File: src/rtl/riscv_pkg.sv
// Control encodings and per-stage control bundles shared by the RV32I pipeline.
// Latency: none (declarations only).
// Backpressure: none (declarations only).
package riscv_pkg;

   // Writeback mux select encodings
   localparam logic [1:0] RES_ALU = 2'b00;
   localparam logic [1:0] RES_MEM = 2'b01;
   localparam logic [1:0] RES_PC4 = 2'b10;

   // ALU operation codes driven by the decoder
   localparam logic [2:0] ALU_ADD = 3'b000;
   localparam logic [2:0] ALU_SUB = 3'b001;
   localparam logic [2:0] ALU_AND = 3'b010;
   localparam logic [2:0] ALU_OR  = 3'b011;
   localparam logic [2:0] ALU_SLT = 3'b101;

   // Branch condition selects (instr[14:12])
   localparam logic [2:0] F3_BEQ = 3'b000;
   localparam logic [2:0] F3_BNE = 3'b001;

   // Everything the E stage needs; an all-zero value is a bubble.
   typedef struct packed {
      logic       reg_write;
      logic [1:0] result_src;
      logic       mem_write;
      logic       jump;
      logic       branch;
      logic [2:0] alu_control;
      logic       alu_src;
      logic [2:0] funct3;
   } ctrl_e_t;

   typedef struct packed {
      logic       reg_write;
      logic [1:0] result_src;
      logic       mem_write;
   } ctrl_m_t;

   typedef struct packed {
      logic       reg_write;
      logic [1:0] result_src;
   } ctrl_w_t;

endpackage

File: src/rtl/ctrl_stage_reg.sv
// Generic pipeline register of any type with synchronous reset and clear.
// Latency: 1 cycle; reset and clear both load all-zero (a bubble).
// Backpressure: none, advances every cycle.
// Ports: clk, reset (sync, active-high), clear (sync bubble load),
//        d_i (next-stage value), q_o (registered value).
module ctrl_stage_reg #(
   parameter type T = logic
) (
   input  logic clk,
   input  logic reset,
   input  logic clear,
   input  T     d_i,
   output T     q_o
);

   T data_q;

   always_ff @(posedge clk) begin
      if (reset) begin
         data_q <= '0;
      end else if (clear) begin
         data_q <= '0;
      end else begin
         data_q <= d_i;
      end
   end

   assign q_o = data_q;

endmodule

File: src/rtl/ctrl_pipe.sv
// Carries decoder control through E/M/W registers and resolves branches in E.
// Latency: D->E 1 edge, D->M 2, D->W 3; PCSrcE combinational on E regs.
// Backpressure: none; only FlushE (bubble into E) and reset alter flow.
// Ports: clk/reset; FlushE from hazard unit; *D decoder controls and RdD;
//        ZeroE from ALU; E/M/W control and Rd outputs to ALU, memory,
//        register file and hazard unit; PCSrcE to fetch.
module ctrl_pipe
   import riscv_pkg::*;
#(
   parameter int REG_AW = 5,
   parameter bit BNE_EN = 1'b1
) (
   input  logic              clk,
   input  logic              reset,
   input  logic              FlushE,
   input  logic              RegWriteD,
   input  logic [1:0]        ResultSrcD,
   input  logic              MemWriteD,
   input  logic              JumpD,
   input  logic              BranchD,
   input  logic [2:0]        ALUControlD,
   input  logic              ALUSrcD,
   input  logic [2:0]        funct3D,
   input  logic [REG_AW-1:0] RdD,
   input  logic              ZeroE,
   output logic [2:0]        ALUControlE,
   output logic              ALUSrcE,
   output logic              PCSrcE,
   output logic              ResultSrcE0,
   output logic [REG_AW-1:0] RdE,
   output logic              RegWriteM,
   output logic              MemWriteM,
   output logic [REG_AW-1:0] RdM,
   output logic              RegWriteW,
   output logic [1:0]        ResultSrcW,
   output logic [REG_AW-1:0] RdW
);

   ctrl_e_t           ctrl_e_d, ctrl_e_q;
   ctrl_m_t           ctrl_m_d, ctrl_m_q;
   ctrl_w_t           ctrl_w_d, ctrl_w_q;
   logic [REG_AW-1:0] rd_e_q, rd_m_q, rd_w_q;
   logic              taken_e;

   always_comb begin
      ctrl_e_d             = '0;
      ctrl_e_d.reg_write   = RegWriteD;
      ctrl_e_d.result_src  = ResultSrcD;
      ctrl_e_d.mem_write   = MemWriteD;
      ctrl_e_d.jump        = JumpD;
      ctrl_e_d.branch      = BranchD;
      ctrl_e_d.alu_control = ALUControlD;
      ctrl_e_d.alu_src     = ALUSrcD;
      ctrl_e_d.funct3      = funct3D;
   end

   always_comb begin
      ctrl_m_d            = '0;
      ctrl_m_d.reg_write  = ctrl_e_q.reg_write;
      ctrl_m_d.result_src = ctrl_e_q.result_src;
      ctrl_m_d.mem_write  = ctrl_e_q.mem_write;
   end

   always_comb begin
      ctrl_w_d            = '0;
      ctrl_w_d.reg_write  = ctrl_m_q.reg_write;
      ctrl_w_d.result_src = ctrl_m_q.result_src;
   end

   // Only the D->E register honours FlushE; later stages always advance.
   ctrl_stage_reg #(.T(ctrl_e_t)) u_ctrl_e (
      .clk(clk), .reset(reset), .clear(FlushE), .d_i(ctrl_e_d), .q_o(ctrl_e_q)
   );
   ctrl_stage_reg #(.T(ctrl_m_t)) u_ctrl_m (
      .clk(clk), .reset(reset), .clear(1'b0), .d_i(ctrl_m_d), .q_o(ctrl_m_q)
   );
   ctrl_stage_reg #(.T(ctrl_w_t)) u_ctrl_w (
      .clk(clk), .reset(reset), .clear(1'b0), .d_i(ctrl_w_d), .q_o(ctrl_w_q)
   );

   // Rd travels in its own registers so its width can follow REG_AW.
   ctrl_stage_reg #(.T(logic [REG_AW-1:0])) u_rd_e (
      .clk(clk), .reset(reset), .clear(FlushE), .d_i(RdD), .q_o(rd_e_q)
   );
   ctrl_stage_reg #(.T(logic [REG_AW-1:0])) u_rd_m (
      .clk(clk), .reset(reset), .clear(1'b0), .d_i(rd_e_q), .q_o(rd_m_q)
   );
   ctrl_stage_reg #(.T(logic [REG_AW-1:0])) u_rd_w (
      .clk(clk), .reset(reset), .clear(1'b0), .d_i(rd_m_q), .q_o(rd_w_q)
   );

   // ZeroE is only looked at for a real branch, so an unknown ALU flag
   // behind a bubble or non-branch cannot leak into PCSrcE.
   always_comb begin
      taken_e = 1'b0;
      if (ctrl_e_q.branch) begin
         case (ctrl_e_q.funct3)
            F3_BEQ:  taken_e = ZeroE;
            F3_BNE:  taken_e = BNE_EN ? ~ZeroE : 1'b0;
            default: taken_e = 1'b0;
         endcase
      end
   end

   assign PCSrcE      = ctrl_e_q.jump | taken_e;
   assign ALUControlE = ctrl_e_q.alu_control;
   assign ALUSrcE     = ctrl_e_q.alu_src;
   assign ResultSrcE0 = ctrl_e_q.result_src[0];
   assign RdE         = rd_e_q;
   assign RegWriteM   = ctrl_m_q.reg_write;
   assign MemWriteM   = ctrl_m_q.mem_write;
   assign RdM         = rd_m_q;
   assign RegWriteW   = ctrl_w_q.reg_write;
   assign ResultSrcW  = ctrl_w_q.result_src;
   assign RdW         = rd_w_q;

endmodule

File: config.mk
export PLATFORM = sky130hd
export DESIGN_NAME = ctrl_pipe
export DESIGN_NICKNAME = d
export VERILOG_FILES = /design/src/rtl/riscv_pkg.sv /design/src/rtl/ctrl_stage_reg.sv /design/src/rtl/ctrl_pipe.sv
export SDC_FILE = /design/constraint.sdc
export NUM_CORES = 1
export LEC_CHECK = 0
export BUFFER_PORTS_ARGS = -buffer_cell sky130_fd_sc_hd__buf_2
export CAP_MARGIN = 20
export CORE_AREA = 2 2 53 55
export DETAILED_ROUTE_END_ITERATION = 12
export DIE_AREA = 0 0 55 57
export HOLD_SLACK_MARGIN = 0.12
export PLACE_DENSITY_LB_ADDON = 0.3
export SYNTH_ARGS = -nofsm -noshare
export SYNTH_HDL_FRONTEND = slang
export SYNTH_HIERARCHICAL = 1
export SYNTH_SLANG_ARGS = --single-unit
File: constraint.sdc
create_clock -name clk -period 0.8 [get_ports clk]
set_input_delay 0.08 -clock clk [delete_from_list [all_inputs] [get_ports clk]]
set_output_delay 0.08 -clock clk [all_outputs]
set_load 0.005 [all_outputs]
==> run metrics, run 1 <==
vias in the first global route 785; async set or reset register ratio after synthesis 0; Layout Utilization 0.6392; Post-synth top cells dfxtp_1 (35), nor3b_1 (25), nor3b_2 (10); Routed Antenna Nets 0; vias per cell 4.216; Syn-to-layout area delta 57.55%; Logic pwr share 0.088; Cell Area, Synth 1061 um2; most common flop cell mapped by yosys dfxtp_1; Pins Over Slew Limit 0; clock sink count 35; PortBufs 47; clk slew on worst S/H paths 100 ps; register area share after synthesis 0.6604; highest net fanout along the worst path 1; H-tree depth 2; power density over the cells 1860 nW/um2; share of layout cells above drive strength 1 0.4847; fillers 225; Nets 184; failing checks setup timing; initial antenna violation count 0; height of the die 57 um; clk buf depth 2; WL/cell 11.01 um; clock root cell clkbuf_4; final setup vio count 26; outcome finished, violations left; # rows 19; CP arrival 1060 ps; Post-synth EDFFs 0; reported net switching power 637.9 uW; total power 3.108 mW; Die W 55 um; Slew @ Worst Pin 705.4 ps; yosys warns 6; TritonCTS buffer count 5; Slew HR 0.5297; ranking of synthesized cells by area dfxtp_1 (66%), nor3b_1 (18%), nor3b_2 (12%), buf_6 (2.1%), a31o_1 (0.83%); Crit path largest cell delay 330 ps; largest net degree at the start of global routing 36; most frequent cell after synthesis dfxtp_1; post-DP HPWL 1220 um; Yosys cell types 8; TritonRoute pass-1 iters 2; total gr overflow 0; drt drc 0; Mapped Cells 76; Switching Share 0.2052; Leakage 0.7550 nW; Fin. Hold Viols 0; critical path type reg -> out; Req. time, crit path 720 ps; hold path start FlushE; Worst path slowest cell dfxtp_2; Post-CTS Setup Bufs 0; internal cell power 2.471 mW; RePlAce Congestion 0.5774; drt total wl 2135 um; Yosys reg bits 35; register area 719.4 um2; worst hold stages 2; starting density of the core 0.4057; Clock Skew 2.649 ps; sequential power share 0.580; reg-to-reg setup timing slack 180 ps; CORE AREA 2615 um2; RSZ-0062 raised after global routing yes; Buf+Inv Stages, Crit Path 1; worst hold path type in -> reg; Worst setup EP type primary output; Final period util 1.421; R2R Path Start u_rd_m/q_o[4]$_SDFF_PP0_; minimum clock period 1137 ps; Hold EP u_ctrl_e/q_o[4]$_SDFF_PP0_; power share of the clock group 0.332; DR iter-0 viols 7; Clk Latency, worst-skew pair 320 ps; cell family with most CP delay flip-flops; TritonCTS clock tree yes; CP cell instances xor2_1 -> a31o_1 -> buf_2; Total Routing Usage GR 0.1544; max cap viols 0; average size of a mapped cell 13.96 um2; capturing point of the worst reg2reg path u_rd_w/q_o[4]$_SDFF_PP0_; WHS 248.7 ps; total number of vias 818; Reg2Reg Depth 1; die footprint 3135 um2; top-area cell type share of the netlist area 0.6604; CP Launch Type flip-flop; final worst slack -337.0 ps; global-route wire length before repair 3270 um; I/O pins 48; ANT cells 0; Fmax 879.5 MHz; peak supply drop 1.357 mV; multi-input logic area 397.9 um2; top cell type by total area after synthesis dfxtp_1
-- sequential cells by signal, indices dropped and copies added (netlist names) --
name and flops:
u_ctrl_e/q_o 13, u_rd_e/q_o 5, u_rd_m/q_o 5, u_rd_w/q_o 5, u_ctrl_m/q_o 4, u_ctrl_w/q_o 3
-- repair_timing --
action	CTS	global route
endpoints found under the hold margin	18	0
setup endpoints to repair	26	26
hold buffers	18	0
pin swaps	2	0
resized for setup	7	13
-- logic make-up after synthesis --
kind of cell / share of synthesized area
AO/OA/AOI/OAI: 0.008256
XOR/XNOR: 0.008256
buffers and inverters: 0.02122
flip-flops: 0.6604
other: 0.003534
AND/OR/NAND/NOR: 0.2983
-- layout by cell type (no fill, tap or decap) --
master | netlist | final
clkbuf_4 | 0 | 5
dfxtp_1 | 35 | 20
nor3b_2 | 10 | 10
conb_1 | 1 | 17
xor2_1 | 1 | 1
a31o_1 | 1 | 1
dlygate4sd3_1 | 0 | 18
clkbuf_1 | 0 | 1
clkbuf_8 | 0 | 2
buf_6 | 2 | 5
nor3b_1 | 25 | 25
nor2_1 | 1 | 1
buf_2 | 0 | 42
dfxtp_2 | 0 | 15
-- worst max path at each step --
stage	startpoint	end	slack [ps]	depth (start not counted)
floorplan	u_ctrl_e/q_o[0]$_SDFF_PP0_	PCSrcE	90	2
global placement	reset	u_ctrl_e/q_o[2]$_SDFF_PP0_	-80	2
detailed placement	reset	u_rd_w/q_o[4]$_SDFF_PP0_	-120	2
CTS	u_ctrl_e/q_o[0]$_SDFF_PP0_	PCSrcE	-370	3
global route	u_ctrl_e/q_o[0]$_SDFF_PP0_	PCSrcE	-430	3
finish	u_ctrl_e/q_o[0]$_SDFF_PP0_	PCSrcE	-340	3
-- routing by layer --
| layer | part of all wire | up-vias | routed length [um] | GRT usage |
|---|---|---|---|---|
| met2 | 0.53 | 33 | 1127 | 0.2551 |
| li1 | - | 420 | - | - |
| met1 | 0.37 | 357 | 788 | 0.1467 |
| met4 | 0.028 | 0 | 60 | 0.1150 |
| met3 | 0.074 | 8 | 158 | 0.06283 |
| met5 | 0 | - | 0 | 0 |
-- cell type report --
class / count / area share
clock buffer: 8 / 0.04117
timing repair buffer: 65 / 0.2672
tap: 31 / 0.02320
sequential: 35 / 0.4304
multi-input combinational: 55 / 0.2380
-- per-stage QoR --
| stage | TNS [ps] | instance area (um2) | std cells | setup slack, ps |
|---|---|---|---|---|
| floorplan | 0 | 1121 | 92 | 85.24 |
| detailed placement | -3196 | 1373 | 168 | -121.2 |
| global route | -2418 | 1672 | 194 | -426.0 |
| CTS | -1627 | 1630 | 194 | -365.7 |
| finish | -1033 | 1672 | 194 | -337.0 |
| global placement | -2359 | 1373 | 168 | -78.67 |
-- power by group through the flow --
| stage | Clock (mW) | Combinational, mW | Sequential, mW |
|---|---|---|---|
| 5_1_grt | 1.16 | 0.302 | 1.81 |
| 3_5_place_dp | 0 | 0.195 | 1.84 |
| 3_3_place_gp | 0 | 0.192 | 1.84 |
| 4_1_cts | 1.08 | 0.264 | 1.80 |
| 6_report | 1.03 | 0.273 | 1.80 |
| 2_1_floorplan | 0 | 0.0931 | 1.84 |
Note: power is estimated with default switching activity, not from simulation.
==> run 2: changes to the inputs <==
Settings changed: CELL_PAD_IN_SITES_DETAIL_PLACEMENT set to 1, CELL_PAD_IN_SITES_GLOBAL_PLACEMENT set to 1, CORE_AREA 2 2 53 55 to 2 2 59 61, DIE_AREA 0 0 55 57 to 0 0 61 63.
==> run metrics, run 2 (synthesis gave the netlist of run 1 again) <==
Worst setup EP type primary output; clock sink count 35 (unchanged); Die W 61 um (+11%); minimum clock period 1184 ps (+46.51 ps); WL/cell 11.19 um (+1.7%); TritonCTS buffer count 5 (unchanged); TritonCTS clock tree yes; drt drc 0 (unchanged); starting density of the core 0.3283 (-0.07744); critical path type reg -> out; Total Routing Usage GR 0.1495 (-0.004925); CORE AREA 3232 um2 (+24%); final cell count without fillers 209 (+7.7%); Final period util 1.479 (+0.05814); H-tree depth 2 (unchanged); Post-CTS Setup Bufs 0 (unchanged); internal cell power 2.479 mW (+0.35%); finished layout cell area 1714 um2 (+2.5%); WHS 221.2 ps (-27.46 ps); Routed Antenna Nets 0 (unchanged); largest net degree at the start of global routing 36 (unchanged); share of layout cells above drive strength 1 0.5092 (+0.02454); peak supply drop 0.9247 mV (-32%); Syn-to-layout area delta 61.56%; CP Launch Type flip-flop; clk buf depth 2 (unchanged); Nets 184 (unchanged); global-route wire length before repair 4091 um (+25%); Leakage 0.7591 nW (+0.55%); total power 3.139 mW (+0.97%); failing checks setup timing; vias in the first global route 885 (+13%); PortBufs 47 (unchanged); die footprint 3843 um2 (+23%); max cap viols 0 (unchanged); # rows 21 (+2); most frequent cells in the layout buf_2 (40), nor3b_1 (25), dlygate4sd3_1 (18), dfxtp_2 (18); Pins Over Slew Limit 0 (unchanged); sequential power share 0.576 (-0.004); clk slew on worst S/H paths 90 ps (about the same); dpl cell area 1391 um2 (+1.4%); highest net fanout along the worst path 1 (unchanged); total gr overflow 0 (unchanged); reported net switching power 659.3 uW (+3.4%); vias per cell 4.010 (-4.9%); post-DP HPWL 1411 um (+16%); Fin. Hold Viols 0 (unchanged); final setup vio count 26 (unchanged); Clock Skew 3.474 ps (+0.8248 ps); drt total wl 2339 um (+9.6%); max reg flops 13 (unchanged); Req. time, crit path 720 ps (about the same); power density over the cells 1831 nW/um2 (-1.5%); final worst slack -383.5 ps (-46.51 ps); Slew @ Worst Pin 731.9 ps (+26.56 ps); outcome finished, violations left; TritonRoute pass-1 iters 2 (unchanged); RePlAce Congestion 0.6134 (+6.2%); Logic pwr share 0.091 (+0.003); RSZ-0062 raised after global routing yes; I/O pins 48 (unchanged); Slew HR 0.5120 (-0.01771); dpl cells 183 (+8.9%); Clk Latency, worst-skew pair 330 ps (about the same); clock root cell clkbuf_4; total number of vias 838 (+2.4%); ANT cells 0 (unchanged); most common cell after layout, fill and taps aside buf_2; DR iter-0 viols 10 (+3); Layout Utilization 0.5304 (-0.1088); CP arrival 1100 ps (+40 ps); power share of the clock group 0.333 (about the same); initial antenna violation count 0 (unchanged); height of the die 63 um (+11%); Switching Share 0.2101 (+0.004869); worst hold path type in -> reg; Fmax 844.9 MHz (-3.9%)
==> run 2: cell counts in the layout (fill, tap and decap cells not counted) <==
No cell type changed its count.
==> run 2: metal layers <==
metal	wire length, um	up-vias	GRT usage
met2	1328	29	0.2460
li1	-	416	-
met1	858	389	0.1583
met3	126	4	0.07660
met4	25	0	0.05707
met5	0	-	0
==> run 2: path summary, 6_finish.rpt <==
| check | to | cells after the start | from | slack, ps |
|---|---|---|---|---|
| hold / removal | u_ctrl_e/q_o[0]$_SDFF_PP0_ | 2 | FlushE | 220 |
| hold reg to reg | u_ctrl_w/q_o[0]$_SDFF_PP0_ | 1 | u_ctrl_m/q_o[1]$_SDFF_PP0_ | 460 |
| setup reg to reg | u_rd_m/q_o[3]$_SDFF_PP0_ | 1 | u_rd_e/q_o[3]$_SDFF_PP0_ | 180 |
| setup / recovery | PCSrcE | 3 | u_ctrl_e/q_o[0]$_SDFF_PP0_ | -380 |
==> run 2: area by class of cell <==
cell class              count  area (um2)
clock buffers               8       68.82
well taps                  46       57.56
flip-flops and latches     35       723.2
fillers                   373        1518
repair buffers             65       459.2
multi-input cells          55       405.4
==> run 2: power groups by stage <==
stage | Clock, mW | Sequential, mW | Combinational [mW]
finish | 1.05 | 1.81 | 0.284
global route | 1.19 | 1.82 | 0.318
CTS | 1.09 | 1.81 | 0.267
detailed placement | 0 | 1.84 | 0.197
global placement | 0 | 1.84 | 0.193
floorplan | 0 | 1.84 | 0.0931
==> run 2: critical path, stage by stage (launching register included) <==
cell     delay, ps
dfxtp_2        340
xor2_2         140
a31o_1         180
buf_2          120
==> run 2: per-stage QoR <==
stage	TNS [ps]	setup WS, ps
after floorplan	0	85.24
after global placement	-2787	-88.12
after detailed placement	-3813	-142.1
after CTS	-1928	-401.4
after global routing	-2902	-449.8
final	-1360	-383.5
==> run 2: what timing repair did <==
item	4_1_cts	5_1_grt
hold buffers	18	0
pin swaps	2	0
endpoints found under the hold margin	18	0
resized for setup	12	14
cloned	0	0
endpoints found under the setup margin	26	26
==> run 3: changes to the inputs <==
Settings changed: PLACE_DENSITY set to 0.77, PLACE_DENSITY_LB_ADDON 0.3 to not set.
==> run metrics, run 3 (synthesis gave the netlist of run 1 again) <==
outcome finished, violations left; failing checks setup timing; TritonRoute pass-1 iters 2 (unchanged); ANT cells 0 (unchanged); Final period util 1.451 (-0.02873); highest net fanout along the worst path 1 (unchanged); RSZ-0062 raised after global routing yes; Syn-to-layout area delta 61.67% (about the same); Clock Skew 1.300 ps (-2.174 ps); max cap viols 0 (unchanged); DR iter-0 viols 24 (+14); Clk Latency, worst-skew pair 320 ps (about the same); total number of vias 851 (+1.6%); Die W 61 um (unchanged); Fin. Hold Viols 0 (unchanged); reg-to-reg setup timing slack 180 ps (about the same); Slew @ Worst Pin 716.5 ps (-15.45 ps); Fmax 861.7 MHz (+2.0%); Total Routing Usage GR 0.1388 (-0.01073); Slew HR 0.5223 (+0.01030); share of layout cells above drive strength 1 0.5092 (unchanged); WL/cell 11.29 um (+0.86%); CORE AREA 3232 um2 (unchanged); CP Launch Type flip-flop; worst hold path type in -> reg; clock sink count 35 (unchanged); Pins Over Slew Limit 0 (unchanged); clk slew on worst S/H paths 90 ps (about the same); clock root cell clkbuf_4; RePlAce Congestion 0.6664 (+8.6%); Nets 184 (unchanged); Leakage 0.7536 nW (-0.73%); most common cell after layout, fill and taps aside buf_2; TritonCTS buffer count 5 (unchanged); die footprint 3843 um2 (unchanged); Routed Antenna Nets 0 (unchanged); Worst setup EP type primary output; clk buf depth 2 (unchanged); drt drc 0 (unchanged); peak supply drop 0.8175 mV (-12%); largest net degree at the start of global routing 36 (unchanged); total power 2.953 mW (-5.9%); I/O pins 48 (unchanged); final setup vio count 26 (unchanged); PortBufs 47 (unchanged); drt total wl 2359 um (+0.86%); WHS 245.7 ps (+24.48 ps); minimum clock period 1161 ps (-22.98 ps); Req. time, crit path 720 ps (about the same); final worst slack -360.5 ps (+22.98 ps); CP arrival 1080 ps (-20 ps); TritonCTS clock tree yes; post-DP HPWL 1515 um (+7.3%); most frequent cells in the layout buf_2 (36), nor3b_1 (25), dfxtp_2 (20); Post-CTS Setup Bufs 0 (unchanged); total gr overflow 0 (unchanged); critical path type reg -> out; max reg flops 13 (unchanged); vias per cell 4.072 (+1.6%); Layout Utilization 0.5308 (about the same); global-route wire length before repair 3898 um (-4.7%); power density over the cells 1721 nW/um2 (-6.0%); # rows 21 (unchanged); starting density of the core 0.3283 (unchanged); height of the die 63 um (unchanged); vias in the first global route 936 (+5.8%); fillers 364 (-2.4%); initial antenna violation count 0 (unchanged); H-tree depth 2 (unchanged)
run 3: final cells by class:
class | count | area, um2 | share of cell area
repair buffers | 65 | 484.2 | 0.2823
well taps | 46 | 57.56 | 0.03355
clock buffers | 7 | 45.04 | 0.02626
clock inverters | 1 | 5.005 | 0.002918
multi-input cells | 55 | 397.9 | 0.2319
flip-flops and latches | 35 | 725.7 | 0.4230
run 3: critical path: stages (launching register included):
cell and delay, ps:
dfxtp_2 330, xor2_1 150, a31o_1 170, buf_2 120
run 3: what timing repair did:
item | CTS | global route
gates resized for setup | 12 | 19
hold buffers | 18 | 0
endpoints found under the hold margin | 18 | 0
setup endpoints to repair | 26 | 26
pin swaps | 1 | 0
run 3: through the flow:
stage | setup WS, ps | cell area, um2 | setup TNS, ps | instances
after floorplan | 85.24 | 1121 | 0 | 92
after global placement | -90.55 | 1391 | -2762 | 183
after detailed placement | -129.3 | 1391 | -3680 | 183
after CTS | -391.1 | 1642 | -1769 | 209
after global routing | -426.2 | 1715 | -2660 | 209
final | -360.5 | 1715 | -1129 | 209
run 3: worst paths after layout:
kind / from / end / cells after the start
worst max register to register: u_rd_e/q_o[0]$_SDFF_PP0_ / u_rd_m/q_o[0]$_SDFF_PP0_ / 1
worst min register to register: u_ctrl_e/q_o[12]$_SDFF_PP0_ / u_ctrl_m/q_o[3]$_SDFF_PP0_ / 1
worst min-delay path: FlushE / u_ctrl_e/q_o[4]$_SDFF_PP0_ / 2
worst max-delay path: u_ctrl_e/q_o[0]$_SDFF_PP0_ / PCSrcE / 3
run 3: where the power goes:
group | switching (mW) | internal (mW)
Sequential | 0.0174 | 1.79
Combinational | 0.112 | 0.175
Clock | 0.515 | 0.342
run 3: routing by layer:
layer  GRT usage  vias to the layer above  routed length (um)
met5           0                        -                   0
met2      0.2513                       45                1237
met1      0.1311                      384                 847
met4     0.04891                        0                  26
met3     0.06418                        4                 247
li1            -                      418                   -
